`src/rtl/timer_pkg.sv`:
```
// Shared constants and types for the timer Wishbone register bank.
// Offsets are byte addresses; CTRL indices are also used by the timer core.
package timer_pkg;

  localparam logic [7:0] REG_CNTR = 8'h00;
  localparam logic [7:0] REG_HRC  = 8'h04;
  localparam logic [7:0] REG_LRC  = 8'h08;
  localparam logic [7:0] REG_CTRL = 8'h0C;

  localparam int CTRL_W       = 9;
  localparam int CTRL_EN      = 0;
  localparam int CTRL_ECLK    = 1;
  localparam int CTRL_NEC     = 2;
  localparam int CTRL_OE      = 3;
  localparam int CTRL_SINGLE  = 4;
  localparam int CTRL_INTE    = 5;
  localparam int CTRL_INT     = 6;
  localparam int CTRL_CNTRRST = 7;
  localparam int CTRL_CAPTE   = 8;

  typedef enum logic {
    ST_IDLE = 1'b0,
    ST_ACK  = 1'b1
  } wbState_e;

endpackage

```
`src/rtl/timer_wb_regs_if.sv`:
```
// Wishbone classic bus bundle between a bus master and the timer register bank.
interface timer_wb_regs_if #(
  parameter int ADDR_W = 5
);

  logic              wb_cyc_i;
  logic              wb_stb_i;
  logic              wb_we_i;
  logic [ADDR_W-1:0] wb_adr_i;
  logic [3:0]        wb_sel_i;
  logic [31:0]       wb_dat_i;
  logic [31:0]       wb_dat_o;
  logic              wb_ack_o;

  modport slave (
    input  wb_cyc_i, wb_stb_i, wb_we_i, wb_adr_i, wb_sel_i, wb_dat_i,
    output wb_dat_o, wb_ack_o
  );

  modport master (
    output wb_cyc_i, wb_stb_i, wb_we_i, wb_adr_i, wb_sel_i, wb_dat_i,
    input  wb_dat_o, wb_ack_o
  );

endinterface

```
`src/rtl/wb_byte_merge.sv`:
```
// Byte-enable merge: each selected byte comes from the new data, the rest
// keep the old value.
module wb_byte_merge (
  input  logic [31:0] old_i,
  input  logic [31:0] new_i,
  input  logic [3:0]  sel_i,
  output logic [31:0] merged_o
);

  for (genvar b = 0; b < 4; b++) begin : g_byte
    assign merged_o[8*b +: 8] = sel_i[b] ? new_i[8*b +: 8] : old_i[8*b +: 8];
  end

endmodule

```
`src/rtl/timer_wb_regs.sv`:
```
// Wishbone classic slave holding the timer HRC/LRC/CTRL registers, the
// counter load strobe and the sticky interrupt status bit.
module timer_wb_regs
  import timer_pkg::*;
#(
  parameter int ADDR_W = 5
) (
  input  logic               i_clk,
  input  logic               i_rst,
  timer_wb_regs_if.slave     wb,
  input  logic [31:0]        timer_cntr_Reg,
  input  logic               timer_int_i,
  output logic               timer_cntr_Reg_sel,
  output logic [31:0]        wb_data_reg_out,
  output logic [31:0]        timer_hrc_Reg,
  output logic [31:0]        timer_lrc_Reg,
  output logic [CTRL_W-1:0]  timer_ctrl_Reg,
  output logic               irq_o
);

  wbState_e          state_q, state_d;
  logic              ack;
  logic              accept;
  logic              wrAccept;
  logic [7:0]        adrByte;
  logic              hitCntr, hitHrc, hitLrc, hitCtrl;
  logic [31:0]       oldData;
  logic [31:0]       mergedData;
  logic              intClear;

  logic [31:0]       datR_q;
  logic [31:0]       hrc_q, lrc_q;
  logic [CTRL_W-1:0] ctrl_q, ctrl_d;
  logic              cntrSel_q;
  logic [31:0]       cntrLoad_q;

  // Word-align the byte address; the low two bits never select anything.
  assign adrByte  = 8'(wb.wb_adr_i) & 8'hFC;
  assign hitCntr  = (adrByte == REG_CNTR);
  assign hitHrc   = (adrByte == REG_HRC);
  assign hitLrc   = (adrByte == REG_LRC);
  assign hitCtrl  = (adrByte == REG_CTRL);

  assign accept   = (state_q == ST_IDLE) && wb.wb_cyc_i && wb.wb_stb_i;
  assign wrAccept = accept && wb.wb_we_i;

  // The same mux feeds read data and the old side of the byte merge.
  always_comb begin
    oldData = '0;
    if (hitCntr)      oldData = timer_cntr_Reg;
    else if (hitHrc)  oldData = hrc_q;
    else if (hitLrc)  oldData = lrc_q;
    else if (hitCtrl) oldData = {{(32-CTRL_W){1'b0}}, ctrl_q};
  end

  wb_byte_merge u_merge (
    .old_i    (oldData),
    .new_i    (wb.wb_dat_i),
    .sel_i    (wb.wb_sel_i),
    .merged_o (mergedData)
  );

  always_ff @(posedge i_clk or posedge i_rst) begin
    if (i_rst) state_q <= ST_IDLE;
    else       state_q <= state_d;
  end

  // ACK lasts exactly one cycle and ignores the strobe.
  always_comb begin
    state_d = state_q;
    ack     = 1'b0;
    case (state_q)
      ST_IDLE: if (accept) state_d = ST_ACK;
      ST_ACK: begin
        ack     = 1'b1;
        state_d = ST_IDLE;
      end
      default: state_d = ST_IDLE;
    endcase
  end

  // INT is write-1-to-clear through byte 0; a simultaneous core pulse wins.
  assign intClear = wrAccept && hitCtrl && wb.wb_sel_i[0] && wb.wb_dat_i[CTRL_INT];

  always_comb begin
    ctrl_d = ctrl_q;
    if (wrAccept && hitCtrl) ctrl_d = mergedData[CTRL_W-1:0];
    ctrl_d[CTRL_INT] = timer_int_i | (ctrl_q[CTRL_INT] & ~intClear);
  end

  always_ff @(posedge i_clk or posedge i_rst) begin
    if (i_rst) begin
      datR_q     <= '0;
      hrc_q      <= '0;
      lrc_q      <= '0;
      ctrl_q     <= '0;
      cntrSel_q  <= 1'b0;
      cntrLoad_q <= '0;
    end else begin
      if (accept) datR_q <= wb.wb_we_i ? 32'h0 : oldData;
      if (wrAccept && hitHrc) hrc_q <= mergedData;
      if (wrAccept && hitLrc) lrc_q <= mergedData;
      ctrl_q    <= ctrl_d;
      cntrSel_q <= wrAccept && hitCntr;
      if (wrAccept && hitCntr) cntrLoad_q <= mergedData;
    end
  end

  assign wb.wb_ack_o        = ack;
  assign wb.wb_dat_o        = datR_q;
  assign timer_cntr_Reg_sel = cntrSel_q;
  assign wb_data_reg_out    = cntrLoad_q;
  assign timer_hrc_Reg      = hrc_q;
  assign timer_lrc_Reg      = lrc_q;
  assign timer_ctrl_Reg     = ctrl_q;
  assign irq_o              = ctrl_q[CTRL_INT] & ctrl_q[CTRL_INTE];

endmodule

```
`src/flat_wrapper.sv`:
```
// flat-port wrapper written by rule: the top's interface ports become plain ports
module timer_wb_regs_flat import timer_pkg::*;
#(
  parameter int ADDR_W = 5
)
  (i_clk, i_rst, timer_cntr_Reg, timer_int_i, timer_cntr_Reg_sel, wb_data_reg_out, timer_hrc_Reg, timer_lrc_Reg, timer_ctrl_Reg, irq_o, wb_wb_cyc_i, wb_wb_stb_i, wb_wb_we_i, wb_wb_adr_i, wb_wb_sel_i, wb_wb_dat_i, wb_wb_dat_o, wb_wb_ack_o);
  timer_wb_regs_if #(.ADDR_W(ADDR_W)) wb_i ();
  input  logic i_clk;
  input  logic i_rst;
  input  logic [31:0] timer_cntr_Reg;
  input  logic timer_int_i;
  output logic timer_cntr_Reg_sel;
  output logic [31:0] wb_data_reg_out;
  output logic [31:0] timer_hrc_Reg;
  output logic [31:0] timer_lrc_Reg;
  output logic [CTRL_W-1:0] timer_ctrl_Reg;
  output logic irq_o;
  input wire logic [$bits(wb_i.wb_cyc_i)-1:0] wb_wb_cyc_i;
  input wire logic [$bits(wb_i.wb_stb_i)-1:0] wb_wb_stb_i;
  input wire logic [$bits(wb_i.wb_we_i)-1:0] wb_wb_we_i;
  input wire logic [$bits(wb_i.wb_adr_i)-1:0] wb_wb_adr_i;
  input wire logic [$bits(wb_i.wb_sel_i)-1:0] wb_wb_sel_i;
  input wire logic [$bits(wb_i.wb_dat_i)-1:0] wb_wb_dat_i;
  output wire logic [$bits(wb_i.wb_dat_o)-1:0] wb_wb_dat_o;
  output wire logic [$bits(wb_i.wb_ack_o)-1:0] wb_wb_ack_o;
  assign wb_i.wb_cyc_i = wb_wb_cyc_i;
  assign wb_i.wb_stb_i = wb_wb_stb_i;
  assign wb_i.wb_we_i = wb_wb_we_i;
  assign wb_i.wb_adr_i = wb_wb_adr_i;
  assign wb_i.wb_sel_i = wb_wb_sel_i;
  assign wb_i.wb_dat_i = wb_wb_dat_i;
  assign wb_wb_dat_o = wb_i.wb_dat_o;
  assign wb_wb_ack_o = wb_i.wb_ack_o;
  timer_wb_regs #(.ADDR_W(ADDR_W)) u_core (.i_clk(i_clk), .i_rst(i_rst), .wb(wb_i), .timer_cntr_Reg(timer_cntr_Reg), .timer_int_i(timer_int_i), .timer_cntr_Reg_sel(timer_cntr_Reg_sel), .wb_data_reg_out(wb_data_reg_out), .timer_hrc_Reg(timer_hrc_Reg), .timer_lrc_Reg(timer_lrc_Reg), .timer_ctrl_Reg(timer_ctrl_Reg), .irq_o(irq_o));
endmodule
```
`config.mk`:
```
export PLATFORM = sky130hd
export DESIGN_NAME = timer_wb_regs_flat
export DESIGN_NICKNAME = d
export VERILOG_FILES = /design/src/rtl/timer_pkg.sv /design/src/rtl/timer_wb_regs_if.sv /design/src/rtl/wb_byte_merge.sv /design/src/rtl/timer_wb_regs.sv /design/src/flat_wrapper.sv
export SDC_FILE = /design/constraint.sdc
export NUM_CORES = 1
export LEC_CHECK = 0
export ABC_AREA = 1
export CORE_ASPECT_RATIO = 1.25
export CORE_MARGIN = 5
export CORE_UTILIZATION = 35
export DETAILED_ROUTE_END_ITERATION = 10
export PLACE_DENSITY = 0.74
export SYNTH_ARGS = -nofsm -noshare
export SYNTH_HDL_FRONTEND = slang
export SYNTH_SLANG_ARGS = --single-unit
```
`constraint.sdc`:
```
create_clock -name i_clk -period 7.09 [get_ports i_clk]
set_input_delay 0.709 -clock i_clk [delete_from_list [all_inputs] [get_ports i_clk]]
set_output_delay 0.709 -clock i_clk [all_outputs]
set_load 0.005 [all_outputs]
```
==> flow_summary.yaml <==
floorplan:
  die_w_um: 132
  fp.dieH_um: 162
  floorplan.die_area_um2: 21300
  floorplan.core_area_um2: 18200
  initial_core_util_pct: 35.7
  placementRows: 55
  ios: 219
sta:
  final.setup_skew_ns: 0.0105
  grt_setup_unrepaired: "no"
  tightestPinTransition_ns: 1.09
  min_period_ns: 3.05
  final_min_period_over_clock_period_pct: 43.0
  totalNegativeSetupSlack_ns: 0
  final_hold_violating_endpoints: 0
  max-slew-margin-rel_pct: 27.2
  timing.fmax_mhz: 328
  slew_viol_final: 0
  setup-violations-final: 0
routing:
  avgRoutedWirePerCell_um: 18.5
  drt_first_iter_violations: 643
  route.vias.total: 6520
  finalWirelength_um: 23000
  viasPerCell: 5.23
  drt.antenna.violating_nets: 0
  first_pass_iters: 5
  post-route-drc-count: 0
clock_tree:
  worstSkewPairLatency_ns: 0.42
  worst_setup_hold_path_clk_slew_ns: 0.07
  hold_buffers: 0
  number_of_clock_sinks_seen_by_cts: 139
  cts_post_setup_buffers_inserted: 0
  cts_made_buffers: 17
  tritoncts_clock_tree: "done"
  clockRootBuffer: "clkbuf_16"
  clk_path_buf_depth: 2
  h-tree-depth: 4
  cts_resized: 0
layout:
  area_growth_from_synthesis_to_layout_pct: 46.1
  final_net_count: 1084
  layout-drive-gt1-share_pct: 8.84
  total_inserted_antenna_cells: 0
worst_setup_path:
  timing.critical_path.slowest_stage_cell: "nor2_4"
  worst_setup_path_start_kind: "input pin"
  timing.setup.critical_path_class: "in -> reg"
  required_ns: 7.45
  worst-path-max-fanout: 33
  crit_path_end_kind: "flop"
  path_cells: "clkdlybuf4s50_1 -> inv_1 -> nand2_1 -> nor2_4 -> inv_1 -> nor2_4 -> buf_4 -> nand3_1 -> nand2_1"
  critical_path_arrival_ns: 3.40
  cpPeakStageDelay_ns: 0.85
  cp_top_family: "simple AND/OR/NAND/NOR gates"
  worst-path-buf-inv: 4
logic_synthesis:
  synth.mux.area_fraction_pct: 0
  synth-edff-count: 0
  synth_ff_type: "dfrtp_1"
  async_reset_ff_share_pct: 100
  synth_cells: 800
  post_synth_instance_area_um2: 6480
  ys_warn_count: 0
  synth-xor-area-share_pct: 0
  post_synth.cell_area_avg_um2: 8.10
  yosysMostFrequentCell: "nand2_1"
  yosys.area.top_type_share_pct: 53.7
  area_share_of_and_or_nand_nor_cells_after_synthesis_pct: 38.3
  ys_types: 16
  synth_area_leader_cell: "dfrtp_1"
  synth_compound_gate_area_share_pct: 3.81
  ys_seq_elements: 139
  synth.top_cells.by_area: "dfrtp_1 (54%), nand2_1 (21%), nand3_1 (11%)"
  register_area_share_after_synthesis_pct: 53.7
  synth_adder_area_share_pct: 0
  synth.top_cells.by_count: "nand2_1 (355), nand3_1 (143), dfrtp_1 (139)"
  synth_top_family_by_area: "simple AND/OR/NAND/NOR gates"
  synthesis.nets: 879
flow_run:
  max_cap_violations: 0
power_and_ir_drop:
  p_per_area_nw_per_um2: 258
  irDropWorstVdd_mv: 0.131
  static-leakage-power_nw: 4.62
  p_total_w: 0.00244
min_path:
  type_of_the_tightest_min_delay_check: "reg -> reg"
global_routing:
  grt_start_max_net_pins: 77
  grt_pass1_vias: 6385
  all_layer_gr_usage_pct: 21.4
  global_route_wire_length_before_repair_um: 36400
  grt_overflow_total: 0
  antenna_violations_before_repair: 0
place:
  hpwlAfterDp_um: 14300
  weighted_congestion_at_the_end_of_routability_driven_global_placement: 0.867
  port-buffer-count: 216
outcome:
  run_status: "finished, final reports clean"
layout by cell type (no fill, tap or decap), types with 3 or more instances in the layout:
master and n:
o21ai_0 9, clkbuf_16 17, clkdlybuf4s50_1 216, or2_2 31, nor2_2 3, nand3_1 143, clkinv_4 3, clkinvlp_4 3
nor2_4 5, dfrtp_1 139, nand4_1 25, a22o_1 23, bufinv_16 3, inv_1 17, inv_6 5, nand2_1 355
buf_4 8, inv_2 8
power breakdown:
part | leakage [nW] | total (W) | switching (W) | internal [W]
clock network | 0.296 | 0.000949 | 0.000377 | 0.000572
registers | 1.85 | 0.000987 | 0.0000845 | 0.000903
logic | 2.47 | 0.000502 | 0.000211 | 0.000291
cell type report:
class	count	area [um^2]
multi-input combinational	597	2750
sequential	139	3480
timing repair buffer	224	2220
inverter	26	103
tap	228	285
clock inverter	14	185
fill	1708	8700
clock buffer	18	439
stage by stage:
step | instance area (um^2) | hold slack (ns) | instances | worst slack, ns | utilization, %
floorplan | 6480 | 0.462 | 800 | 2.66 | -
global placement | 8840 | 0.456 | 1214 | 3.73 | 48.7
detailed placement | 8840 | 0.455 | 1214 | 3.66 | 48.7
CTS | 9470 | 0.462 | 1246 | 4.10 | 52.1
global route | 9470 | 0.487 | 1246 | 3.97 | 52.1
finish | 9470 | 0.464 | 1246 | 4.04 | 52.1
sequential cells by signal, summed over array words and instances, names as in the netlist:
signal	count
u_core.timer_lrc_Reg	32
u_core.state_q	1
u_core.wb_data_reg_out	32
u_core.timer_ctrl_Reg	9
u_core.timer_cntr_Reg_sel	1
u_core.wb.wb_dat_o	32
u_core.timer_hrc_Reg	32
final timing paths:
path,start,slack [ns],endpoint,cells past startpoint
worst min register to register,u_core.state_q$_DFF_PP0_,0.46,u_core.state_q$_DFF_PP0_,1
worst min-delay path,u_core.state_q$_DFF_PP0_,0.46,u_core.state_q$_DFF_PP0_,1
worst max-delay path,wb_wb_adr_i[4],4.04,u_core.wb_data_reg_out[4]$_DFFE_PP0P_,9
max in group asynchronous,i_rst,5.00,u_core.timer_hrc_Reg[17]$_DFFE_PP0P_,3
min in group asynchronous,i_rst,0.77,u_core.timer_cntr_Reg_sel$_DFF_PP0_,2
worst max register to register,u_core.state_q$_DFF_PP0_,5.21,u_core.wb.wb_dat_o[15]$_DFFE_PP0N_,4
metal layers:
| layer | vias to the layer above | share of wire, % | global-route usage (%) | routed length, um |
|---|---|---|---|---|
| li1 | 3046 | - | - | - |
| met1 | 3129 | 42 | 27.7 | 9650 |
| met2 | 313 | 47 | 34.3 | 10900 |
| met3 | 32 | 9.2 | 6.94 | 2120 |
| met4 | 0 | 1.4 | 6.22 | 329 |
| met5 | - | 0 | 0 | 0 |
cell families (layout without fill, tap and decap cells):
logic type | after synthesis | after routing
buf+inv | 64 | 282
simple gates | 565 | 565
flops | 139 | 139
compound gates | 32 | 32
(Power assumes the default switching activity.)
